[config.mk]
export PLATFORM = sky130hd
export DESIGN_NAME = vending_controller
export DESIGN_NICKNAME = d
export VERILOG_FILES = /design/src/rtl/vending_controller.sv
export SDC_FILE = /design/constraint.sdc
export NUM_CORES = 1
export LEC_CHECK = 0
export ABC_CLOCK_PERIOD_IN_PS = 2300
export CELL_PAD_IN_SITES_DETAIL_PLACEMENT = 1
export CELL_PAD_IN_SITES_GLOBAL_PLACEMENT = 1
export CORE_MARGIN = 2
export CORE_UTILIZATION = 33
export DETAILED_ROUTE_END_ITERATION = 7
export GPL_TIMING_DRIVEN = 0
export PLACE_DENSITY_LB_ADDON = 0.12
export SYNTH_ARGS = -nofsm -noshare
export SYNTH_HDL_FRONTEND = slang
export SYNTH_SLANG_ARGS = --single-unit
[constraint.sdc]
create_clock -name clk -period 2.3 [get_ports clk]
set_clock_uncertainty 0.05 [all_clocks]
set_input_delay 0.46 -clock clk [delete_from_list [all_inputs] [get_ports clk]]
set_output_delay 0.46 -clock clk [all_outputs]
set_load 0.05 [all_outputs]
[src/rtl/vending_controller.sv]
// rtl/vending_controller.sv - coin-operated vending controller (IDLE/DISPENSE/CHANGE), optional VENDING_TIMEOUT_EN dispense watchdog
module vending_controller #(
    parameter int PRICE            = 4,
    parameter int DISPENSE_TIMEOUT = 8
) (
    input  logic       clk,
    input  logic       reset,
    input  logic       io_nickel,
    input  logic       io_dime,
    input  logic       io_cancel,
    output logic       io_dispense_req,
    input  logic       io_dispense_ack,
    output logic       io_change_valid,
    output logic [3:0] io_change_nickels,
    input  logic       io_change_ack,
    output logic [3:0] io_credit,
    output logic       io_coin_reject,
    output logic       io_busy,
    output logic       io_fault
);

    typedef enum logic [1:0] {IDLE, DISPENSE, CHANGE} state_t;

    localparam logic [3:0] PRICE_U = 4'(PRICE);

    state_t     state, state_next;
    logic [3:0] credit, credit_next;
    logic [3:0] post_credit;
    logic       coin_reject_next;
    logic       timeout_hit;
    logic [1:0] coin_value;
    logic [4:0] coin_sum;
    logic       overflow;

    // Nickel is 1 unit and dime is 2, so the pair forms the coin value directly.
    assign coin_value = {io_dime, io_nickel};
    assign coin_sum   = {1'b0, credit} + {3'b000, coin_value};
    assign overflow   = coin_sum[4];

`ifdef VENDING_TIMEOUT_EN
    logic [7:0] timer;

    assign timeout_hit = (state == DISPENSE) && !io_dispense_ack &&
                         (timer == 8'(DISPENSE_TIMEOUT - 1));

    // Count consecutive DISPENSE cycles; restart on every entry.
    always_ff @(posedge clk or negedge reset) begin
        if (!reset)
            timer <= 8'd0;
        else if (state == DISPENSE && state_next == DISPENSE)
            timer <= timer + 8'd1;
        else
            timer <= 8'd0;
    end

    // One-cycle fault pulse when the dispenser never acknowledged.
    always_ff @(posedge clk or negedge reset) begin
        if (!reset)
            io_fault <= 1'b0;
        else
            io_fault <= timeout_hit;
    end
`else
    assign timeout_hit = 1'b0;
    assign io_fault    = 1'b0;
`endif

    // State, credit and the coin-reject pulse.
    always_ff @(posedge clk or negedge reset) begin
        if (!reset) begin
            state          <= IDLE;
            credit         <= 4'd0;
            io_coin_reject <= 1'b0;
        end else begin
            state          <= state_next;
            credit         <= credit_next;
            io_coin_reject <= coin_reject_next;
        end
    end

    // Next state and next credit; an overflowing coin cycle is refused as a whole.
    always_comb begin
        state_next       = state;
        credit_next      = credit;
        coin_reject_next = 1'b0;
        post_credit      = overflow ? credit : coin_sum[3:0];
        case (state)
            IDLE: begin
                coin_reject_next = overflow;
                credit_next      = post_credit;
                if (io_cancel && post_credit != 4'd0)
                    state_next = CHANGE;
                else if (post_credit >= PRICE_U)
                    state_next = DISPENSE;
            end
            DISPENSE: begin
                coin_reject_next = |coin_value;
                if (io_dispense_ack) begin
                    credit_next = credit - PRICE_U;
                    state_next  = (credit_next != 4'd0) ? CHANGE : IDLE;
                end else if (timeout_hit) begin
                    state_next = CHANGE;
                end
            end
            CHANGE: begin
                coin_reject_next = |coin_value;
                if (io_change_ack) begin
                    credit_next = 4'd0;
                    state_next  = IDLE;
                end
            end
            default: state_next = IDLE;
        endcase
    end

    // Handshake outputs decoded from state and credit.
    always_comb begin
        io_dispense_req   = (state == DISPENSE);
        io_change_valid   = (state == CHANGE);
        io_change_nickels = (state == CHANGE) ? credit : 4'd0;
        io_credit         = credit;
        io_busy           = (state != IDLE);
    end

endmodule

# Word-level counts from Yosys, hierarchy flattened
# Cells that the tools add are included.
# totals
regBits,7
inputBits,7
wordCells,33
# op_classes
n_addsub,2
order_cmp,1
n_eq_ne,5
muxes,12
n_reduce_logical,10
# ops
cell,count
2-to-1 mux 4 bit,4
case mux 4 bit (3 select lines),1
2-to-1 mux 2 bit,5
nonzero test 4 bit,2
case mux 2 bit (3 select lines),1
AND reduction 3 bit,2
adder 4 x 2 -> 5 bit,1
">= comparator 4 x 3 -> 1 bit, second input constant",1
"!= test 2 x 1 -> 1 bit, second input constant",2
OR reduction 2 bit,2
"subtractor 4 x 3 -> 4 bit, second input constant",1
"!= test 3 bit, second input constant",1
nonzero test 3 bit,1
"== test 2 x 1 -> 1 bit, second input constant",1
"== test 2 bit, second input constant",1
logical NOT 2 bit,1
case mux 1 bit (2 select lines),1
nonzero test 2 bit,1
logical AND 1 bit,1

# Longest topological paths before layout
# Gate-level depths: netlist of run 1.
# logic_depth
word_depth,6
ltp_mapped,6
ltp_nobuf,6

# Worst setup path before layout of run 1
# OpenSTA, ideal clock, no wires.
# synth_timing
path_type,register -> register
start,register credit[0] (netlist: io_credit[0])
end,register state[0]
t_arrival_ns,2.165
path_slack_ns,-0.001
path_stages_with_launch,7
path_buffers,0
synth_period_minus_slack_ns,2.301
cell_sequence,dfrtp_1 > ha_1 > fa_1 > or2b_2 > xnor2_1 > o41a_1 > o221ai_2
# synth_via
elab_chain_len,6
elab_cells_between_ends,9
# synth_lines
item,line_no,source
start: declaration,27,"logic [3:0] credit, credit_next;"
start signal: assignment,76,credit <= credit_next;
adder 4 x 2 -> 5 bit,37,"assign coin_sum = {1'b0, credit} + {3'b000, coin_value};"
2-to-1 mux 4 bit (*),86,post_credit = overflow ? credit : coin_sum[3:0];
"parallel branches: the longest is 4 deep, another holds >= comparator 4 x 3 -> 1 bit",--,
end signal: assignment,75,state <= state_next;
end: declaration,26,"state_t state, state_next;"
# Every way passes the cells marked *.
# A chain may end at the register's enable or synchronous reset.

# Worst setup path in the final report of run 1
# layout_timing
start,register state[1]
end,output port io_dispense_req
# layout_via
elab_chain_len,1
# layout_lines
item,line_no,source
== test 2 x 1 -> 1 bit,118,io_dispense_req = (state == DISPENSE);
end: declaration,11,"output logic io_dispense_req,"
# Every way passes these cells.

==> results of run 1 <==
## metrics by stage
| step | area, um^2 | instances | setup TNS, ns | hold slack [ns] |
|---|---|---|---|---|
| 3_3_place_gp | 873.3 | 117 | -0.7145 | 0.5092 |
| 4_1_cts | 918.4 | 121 | 0 | 0.4266 |
| 2_1_floorplan | 659.4 | 72 | 0 | 0.1144 |
| 5_1_grt | 925.9 | 121 | 0 | 0.4308 |
| 6_report | 925.9 | 121 | 0 | 0.4224 |
| 3_5_place_dp | 873.3 | 117 | -0.6241 | 0.5321 |
## power by group
part | internal [mW] | switching (mW) | total [mW] | leakage (nW)
registers | 0.181 | 0.0966 | 0.277 | 0.0872
clock network | 0.0662 | 0.0460 | 0.112 | 0.0150
logic | 0.393 | 0.670 | 1.06 | 0.339
## metal layers
layer | vias up | GRT usage [%] | wire length (um)
met3 | 0 | 5.864 | 72
met1 | 309 | 20.35 | 788
met2 | 14 | 31.74 | 977
met5 | - | 0 | 0
li1 | 309 | - | -
met4 | 0 | 1.429 | 0
## repair_timing
action,4_1_cts,5_1_grt
endpoints found under the hold margin,0,0
pin swaps,3,2
hold buffers,0,0
endpoints found under the setup margin,9,8
resized for setup,13,13
## final timing paths
| check | start | to | slack (ns) | depth (start not counted) |
|---|---|---|---|---|
| setup / recovery | state[1] | io_dispense_req | 0.12 | 3 |
| hold / removal | reset | io_credit[3] | 0.42 | 1 |
| setup reg to reg | io_credit[0] | state[0] | 0.27 | 6 |
| hold reg to reg | io_credit[0] | io_credit[0] | 0.55 | 2 |
| max in group asynchronous | reset | io_credit[0] | 1.51 | 1 |
| min in group clk | io_credit[0] | io_credit[0] | 0.55 | 2 |
## placed cells by master, fill, tap and decap left out, types with 2 or more instances in the layout
master,instances
a21oi_1,3
clkbuf_4,3
nand2_1,3
clkbuf_2,4
ha_1,7
nor2_1,4
inv_1,4
a31oi_1,4
dlymetal6s2s_1,2
mux2i_1,3
clkdlybuf4s50_1,9
o21ai_0,3
and3_2,2
nor2b_1,2
dfrtp_1,6
dlygate4sd2_1,2
and2_1,6
## cell type report
type                       instances  share of cell area (%)
buffer                             1                  0.8108
sequential                         7                   19.05
tap                               27                   3.649
multi-input combinational         60                   54.46
timing repair buffer              18                   17.57
clock buffer                       4                   2.838
inverter                           4                   1.622
## state kept, by name, summed over array words and instances, names as in the netlist
name            count
io_coin_reject      1
io_credit           4
state               2
## kinds of logic (layout without fill, tap and decap cells)
kind of cell	count (synthesis)	count (layout)	share of synthesized area [%]
DFF	7	7	26.62
and+or+nand+nor	28	28	26.04
AOI/OAI and AO/OA	18	18	19.20
adders and majority gates	9	9	18.25
xor gates and xnor gates	1	1	1.331
other	1	1	0.5698
buffers and inverters	5	27	3.422
muxes	3	3	4.563
## critical path, cell delays in order, from the launching register on
cell and delay [ns]:
dfrtp_1 0.43, inv_1 0.10, ha_1 0.32, dlygate4sd2_1 0.57
==> impl_metrics.csv, run 1 <==
group,metric,value,unit
routing,first_iter_violations,0,
floorplan,boundaryPins,20,
layout,multi_input_area,504.2,um^2
synthesis,synthTopCellsByCount,"ha_1, dfrtp_1, and2_1, a31oi_1",
power_and_ir_drop,total_power,1.453,mW
layout,antenna_cells,0,
cts,numClockSinks,7,
synthesis,synth_area_leaders,"dfrtp_1, ha_1, and2_1",
floorplan,die_x,48.66,um
worst_setup_path,path_class,"reg2out",
synthesis,ys_ff_latch,7,
timing,max_slew.worst_pin.slew,0.5045,ns
timing,finalSetupViolCount,0,
routing,vias,632,
cts,clockBufferDepth,2,
routing,drc,0,
routing,wl_per_cell,15.19,um
synthesis,synth.distinct_cells,33,
synthesis,yosysMostFrequentCell,"ha_1",
routing,antenna_left,0,
timing,post-route-period-util,94.90,%
synthesis,synth_edf_count,0,
layout,nets,111,
floorplan,fp.dieH,48.66,um
worst_setup_path,path_max_fanout,7,
timing,max_freq,0.4582,GHz
layout,syn2layout_area_growth,40.68,%
synthesis,synth_nets,88,
timing,drv_slew,0,
routing,drt_wl_total,1.838,mm
power_and_ir_drop,power_density,1569,nW/um^2
cts,clk_pin_slew,0.05,ns
global_routing,grt_overflow,0,
worst_setup_path,start_kind,"flip-flop",
place,dp_hpwl,1.413,mm
timing,worst_slack,0.1174,ns
global_routing,globalRouteTotalUtil,17.39,%
synthesis,synth_top_area_share,26.62,%
synthesis,ys_warn_count,0,
global_routing,grt_pass1_wl,3.146,mm
worst_hold_path,min_path_type,"in2async",
synthesis,postSynthAreaPerCell,9.141,um^2
layout,nFillCells,239,
place,place_ws,-0.3127,ns
timing,finalCriticalPeriod,2.183,ns
layout,drive_gt1_share,23.40,%
flow_run,maxCapViolCount,0,
cts,cts_tree,"done",
cts,htree_levels,1,
synthesis,synthCells,72,
floorplan,core,1922,um^2
routing,firstDrtPassIters,1,
timing,rsz0062_at_grt,"no",
layout,utilization,48.18,%
floorplan,start_util,34.24,%
worst_setup_path,arrival,1.67,ns
cts,cts_root_buf,"clkbuf_4",
floorplan,dieArea,2368,um^2
global_routing,grt_pass1_vias,659,
layout,ff_latch_area,176.4,um^2
timing,hold_viol_final,0,
global_routing,antenna_found_initial,0,
power_and_ir_drop,ir_worst_vdd,0.0007703,V
run_status,status,"finished clean",
power_and_ir_drop,leakage,0.4409,nW
global_routing,grt_max_degree,12,
place,gp_congestion,0.7202,
floorplan,fp-row-count,16,
worst_setup_path,required,1.79,ns
synthesis,ys.flop_type,"dfrtp_1",
synthesis,async_flop_share,100.0,%
cts,cts_setup_buffers,0,
synthesis,synth_top_cell_by_area,"dfrtp_1",
synthesis,netlist_area,658.1,um^2
routing,viasPerCell,5.223,
worst_setup_path,crit_path_end_kind,"primary output",
cts,cts_buffers,3,
synthesis,yosysSeqAreaShare,26.62,%
cts,worstSkewPairLatency,0.25,ns
place,port_buffers,18,
timing,slew_headroom,66.26,%
Note: power is estimated with default switching activity, not from simulation.
==> run 2: changes to the inputs <==
--- a/config.mk
+++ b/config.mk
@@ -8,7 +8,7 @@
 export ABC_CLOCK_PERIOD_IN_PS = 2300
 export CELL_PAD_IN_SITES_DETAIL_PLACEMENT = 1
 export CELL_PAD_IN_SITES_GLOBAL_PLACEMENT = 1
-export CORE_MARGIN = 2
+export CORE_MARGIN = 3
 export CORE_UTILIZATION = 33
 export DETAILED_ROUTE_END_ITERATION = 7
 export GPL_TIMING_DRIVEN = 0
==> run 2 against run 1 <==
  * Sequential cell count unchanged
  * Critical path depth grew 1
  * Sequential share of layout area down 0.62 points
  * Sequential power about the same
  * Final cell count rose by 1.7%
  * Total power is 1.1% higher
  * First-iteration DRC count rose by 7
  * Die area is 8.4% higher
  * Clock power shrank 4%
  * Largest cell class unchanged
==> impl_metrics.csv, run 2 (synthesized netlist as in run 1, its figures left out) <==
group,metric,value,unit
run_status,status,"finished clean",
timing,max_slew.worst_pin.slew,0.4975,ns
cts,numClockSinks,7,
cts,clockBufferDepth,2,
timing,finalCriticalPeriod,2.211,ns
floorplan,start_util,36.53,%
global_routing,antenna_found_initial,0,
cts,worstSkewPairLatency,0.25,ns
flow_run,maxCapViolCount,0,
timing,max_freq,0.4524,GHz
cts,cts_root_buf,"clkbuf_4",
worst_setup_path,cp_slowest_cell,"dlygate4sd2_1",
global_routing,grt_pass1_vias,706,
cts,cts_buffers,3,
layout,utilization,53.13,%
timing,hold_viol_final,0,
worst_setup_path,arrival,1.70,ns
worst_setup_path,path_class,"reg2out",
floorplan,core,1802,um^2
layout,drive_gt1_share,22.45,%
worst_setup_path,r2r_setup_slack,0.23,ns
power_and_ir_drop,ir_worst_vdd,0.0007223,V
worst_setup_path,required,1.79,ns
routing,drc,0,
routing,drt_wl_total,1.896,mm
worst_setup_path,slowest_delay,0.53,ns
worst_setup_path,start_kind,"flip-flop",
routing,vias,644,
worst_setup_path,path_max_fanout,6,
timing,post-route-period-util,96.12,%
cts,clk_pin_slew,0.05,ns
layout,largest_reg_flops,4,
floorplan,dieArea,2566,um^2
layout,layout_common_cells,"clkdlybuf4s50_1, ha_1, and2_1, dfrtp_1, dlygate4sd2_1",
routing,antenna_left,0,
worst_hold_path,min_path_type,"in2async",
layout,final_common_cell,"clkdlybuf4s50_1",
place,dp_hpwl,1.395,mm
global_routing,grt_pass1_wl,3.243,mm
layout,nets,115,
timing,tns,0,ns
cts,htree_levels,1,
power_and_ir_drop,power_density,1534,nW/um^2
floorplan,boundaryPins,20,
layout,antenna_cells,0,
floorplan,fp.dieH,50.66,um
place,port_buffers,18,
worst_setup_path,crit_chain,"inv_1, ha_1, and2_1, dlygate4sd2_1",
timing,drv_slew,0,
place,gp_congestion,0.7596,
timing,slew_headroom,66.73,%
routing,wl_per_cell,15.41,um
layout,syn2layout_area_growth,45.44,%
global_routing,grt_max_degree,12,
power_and_ir_drop,leakage,0.4702,nW
routing,firstDrtPassIters,2,
floorplan,fp-row-count,15,
routing,first_iter_violations,7,
global_routing,grt_overflow,0,
cts,cts_tree,"done",
global_routing,globalRouteTotalUtil,16.52,%
worst_setup_path,crit_path_end_kind,"primary output",
timing,rsz0062_at_grt,"no",
floorplan,die_x,50.66,um
routing,viasPerCell,5.236,
timing,finalSetupViolCount,0,
-- run 2: through the flow --
stage	total power, mW	area [um^2]	setup WS [ns]	hold WS, ns	std cells
2_1_floorplan	0.9942	659.4	0.1298	0.1144	72
3_5_place_dp	1.308	870.8	-0.4302	0.5271	115
4_1_cts	1.460	943.4	0.01592	0.4231	122
3_3_place_gp	1.284	870.8	-0.3750	0.5206	115
6_report	1.469	957.2	0.08935	0.4193	123
5_1_grt	1.584	957.2	0.005099	0.4378	123
-- run 2: repair_timing --
action,4_1_cts,5_1_grt
buffers inserted,3,1
gates resized for setup,14,3
hold buffers,0,0
endpoints found under the setup margin,9,4
pin swaps,2,4
-- run 2: worst paths after layout --
| path | start | endpoint | cells past startpoint |
|---|---|---|---|
| worst min register to register | io_credit[0] | io_credit[0] | 2 |
| max in group asynchronous | reset | io_credit[0] | 1 |
| worst max-delay path | state[0] | io_change_nickels[3] | 4 |
| min in group clk | io_credit[0] | io_credit[0] | 2 |
| worst min-delay path | reset | io_credit[1] | 1 |
| worst max register to register | io_credit[0] | state[0] | 6 |
-- run 2: power by group --
group	internal, mW	total [mW]	leakage (nW)	switching, mW
logic	0.406	1.09	0.368	0.681
registers	0.181	0.275	0.0872	0.0940
clock network	0.0659	0.107	0.0150	0.0413
-- run 2: routing by layer --
metal / part of all wire [%] / track usage, % / vias up
met4: 0.79 / 6.726 / 0
met2: 47 / 26.74 / 17
met5: 0 / 0 / -
li1: - / - / 317
met3: 3.5 / 1.187 / 2
met1: 49 / 22.56 / 308
-- run 2: cell type report --
class	count	area [um^2]
multi-input combinational	60	493.0
timing repair buffer	22	207.7
tap	25	31.28
clock buffer	4	26.28
sequential	7	176.4
buffer	1	7.507
fill	220	844.6
inverter	4	15.01
-- run 2: critical path: cells and delay by family, from the launching register on --
| family | cells | cell delay [ns] |
|---|---|---|
| adders and majority gates | 1 | 0.24 |
| and+or+nand+nor | 1 | 0.14 |
| DFF | 1 | 0.41 |
| buffers and inverters | 2 | 0.67 |
==> run 3: changes to the inputs <==
--- a/config.mk
+++ b/config.mk
@@ -5,11 +5,12 @@
 export SDC_FILE = /design/constraint.sdc
 export NUM_CORES = 1
 export LEC_CHECK = 0
+export ABC_AREA = 1
 export ABC_CLOCK_PERIOD_IN_PS = 2300
 export CELL_PAD_IN_SITES_DETAIL_PLACEMENT = 1
 export CELL_PAD_IN_SITES_GLOBAL_PLACEMENT = 1
 export CORE_MARGIN = 3
-export CORE_UTILIZATION = 33
+export CORE_UTILIZATION = 31
 export DETAILED_ROUTE_END_ITERATION = 7
 export GPL_TIMING_DRIVEN = 0
 export PLACE_DENSITY_LB_ADDON = 0.12
==> run 3 against run 2 <==
  * First-iteration DRC count down 43%
  * Area after synthesis up 1.3%
  * Global-route usage is 0.44 points lower
  * Wire length increased by 1.8%
  * Fmax increased by 4.5%
  * Combinational power rose by 4%
  * Critical path type unchanged
==> impl_metrics.csv, run 3 <==
group,metric,value,unit
worst_setup_path,arrival,1.61,ns
routing,firstDrtPassIters,4,
synthesis,synth_compound_area_share,14.82,%
synthesis,synthCells,94,
power_and_ir_drop,total_power,1.498,mW
timing,post-route-period-util,92.01,%
routing,viasPerCell,4.755,
synthesis,synth.distinct_cells,21,
synthesis,ys.flop_type,"dfrtp_1",
synthesis,synthTopCellsByCount,"nand2_1, inv_1, nand3_1, ha_1, dfrtp_1",
floorplan,die_x,52.38,um
routing,routed.top_layer,"met3",
routing,vias,680,
cts,clk_pin_slew,0.06,ns
synthesis,netlist_area,666.9,um^2
global_routing,antenna_found_initial,0,
global_routing,grt_max_degree,8,
layout,largest_reg_flops,4,
place,port_buffers,18,
synthesis,synth_top_family_by_area,"simple AND/OR/NAND/NOR gates",
timing,rsz0062_at_grt,"no",
synthesis,synth_top_area_share,26.27,%
timing,finalSetupViolCount,0,
synthesis,postSynthAreaPerCell,7.095,um^2
place,postPlaceCellArea,880.8,um^2
layout,nets,133,
synthesis,ys_ff_latch,7,
synthesis,post_synth_mux_area_share,0,%
worst_setup_path,crit_path_end_kind,"primary output",
cts,cts_buffers,3,
timing,slew_headroom,66.76,%
worst_setup_path,start_kind,"flip-flop",
place,dp_hpwl,1.589,mm
routing,drt_wl_total,1.930,mm
timing,drv_slew,0,
worst_hold_path,min_path_type,"in2async",
timing,max_freq,0.4725,GHz
floorplan,boundaryPins,20,
routing,wl_met1,794,um
floorplan,start_util,33.31,%
routing,wl_per_cell,13.50,um
place,gp_congestion,0.7831,
power_and_ir_drop,power_density,1649,nW/um^2
routing,dr_wl_met3,70,um
worst_setup_path,path_class,"reg2out",
global_routing,globalRouteTotalUtil,16.09,%
layout,layout_common_cells,"nand2_1, inv_1, clkdlybuf4s50_1",
flow_run,maxCapViolCount,0,
synthesis,async_flop_share,100.0,%
power_and_ir_drop,ir_worst_vdd,0.0006807,V
layout,syn2layout_area_growth,36.21,%
global_routing,grt_overflow,0,
layout,drive_gt1_share,18.97,%
synthesis,synthXorXnorAreaFrac,0,%
synthesis,synth_top_cell_by_area,"dfrtp_1",
timing,worst_slack,0.1837,ns
cts,htree_levels,1,
cts,cts_tree,"done",
global_routing,grt_pass1_wl,3.187,mm
floorplan,fp-row-count,16,
floorplan,core,2002,um^2
timing,tns,0,ns
synthesis,synth_area_leaders,"dfrtp_1, ha_1, nand2_1",
routing,drc,0,
timing,hold_viol_final,0,
cts,numClockSinks,7,
cts,clockBufferDepth,2,
synthesis,synth-simple-area-share,27.39,%
layout,utilization,45.38,%
run_status,status,"finished clean",
synthesis,synth_edf_count,0,
cts,hold_buffers,0,
layout,antenna_cells,0,
place,place_ws,-0.2838,ns
power_and_ir_drop,leakage,0.5060,nW
cts,worstSkewPairLatency,0.26,ns
layout,design_area,908.4,um^2
layout,nFillCells,274,
synthesis,synth_nets,110,
worst_setup_path,path_max_fanout,6,
floorplan,dieArea,2744,um^2
worst_setup_path,required,1.79,ns
timing,finalCriticalPeriod,2.116,ns
routing,antenna_left,0,
floorplan,fp.dieH,52.38,um
synthesis,yosys.area_share.adder,18.01,%
layout,final_common_cell,"nand2_1",
synthesis,yosysMostFrequentCell,"nand2_1",
cts,cts_setup_buffers,0,
global_routing,grt_pass1_vias,731,
cts,cts_root_buf,"clkbuf_4",
routing,dr_wl_met2,1.065,mm
timing,max_slew.worst_pin.slew,0.4970,ns
synthesis,ys_warn_count,0,
synthesis,yosysSeqAreaShare,26.27,%
routing,first_iter_violations,4,
==> run 3: cell types whose count changed in the layout (fill, tap and decap cells not counted), sizes merged, moves of 4 or more <==
cell,change
nand2,+21
buf,-4
inv,+17
clkbuf,+4
nand3,+9
and2,-6
==> run 3: logic make-up after synthesis <==
group / count (synthesis)
compound gates: 14
buf+inv: 22
fa+ha+maj: 9
other cells: 1
flops: 7
simple gates: 41
==> run 3: worst paths after layout <==
check / from / slack [ns] / cells past startpoint / to
max: state[0] / 0.18 / 3 / io_change_valid
min: reset / 0.42 / 1 / io_credit[1]
max reg2reg: io_credit[0] / 0.29 / 8 / state[1]
min reg2reg: state[1] / 0.50 / 2 / state[1]
max in group asynchronous: reset / 1.51 / 1 / state[0]
min in group clk: state[1] / 0.50 / 2 / state[1]
==> run 3: per-layer routing <==
metal / track usage, % / up-vias
met4: 5.532 / 0
met2: 30.17 / 16
met5: 0 / -
met1: 17.10 / 324
met3: 3.989 / 0
li1: - / 340
==> run 3: timing repair <==
action | CTS | global route
setup endpoints to repair | 8 | 5
endpoints found under the hold margin | 0 | 0
pin swaps | 0 | 4
resized for setup | 8 | 13
==> run 3: cell type report <==
type                       instances  area, um^2  area share [%]
buffer                             1       7.507          0.8264
clock buffer                       4       26.28           2.893
inverter                          21       78.83           8.678
multi-input combinational         65       427.9           47.11
sequential                         7       175.2           19.28
tap                               27       33.78           3.719
timing repair buffer              18       158.9           17.49
==> run 3: critical path: stages, from the launching register on <==
cell           delay (ns)
dfrtp_1              0.41
inv_1                0.09
ha_1                 0.29
dlygate4sd2_1        0.56
==> run 3: per-stage QoR <==
stage,hold slack (ns),cells
after global routing,0.4290,143
after floorplan,0.1144,94
after global placement,0.4761,139
after detailed placement,0.5014,139
after CTS,0.4220,143
final,0.4202,143
==> run 3: where the power goes <==
group / internal (mW) / leakage [nW] / switching, mW / total (mW)
Clock: 0.0666 / 0.0150 / 0.0520 / 0.119
Combinational: 0.354 / 0.403 / 0.772 / 1.13
Sequential: 0.184 / 0.0879 / 0.0688 / 0.253
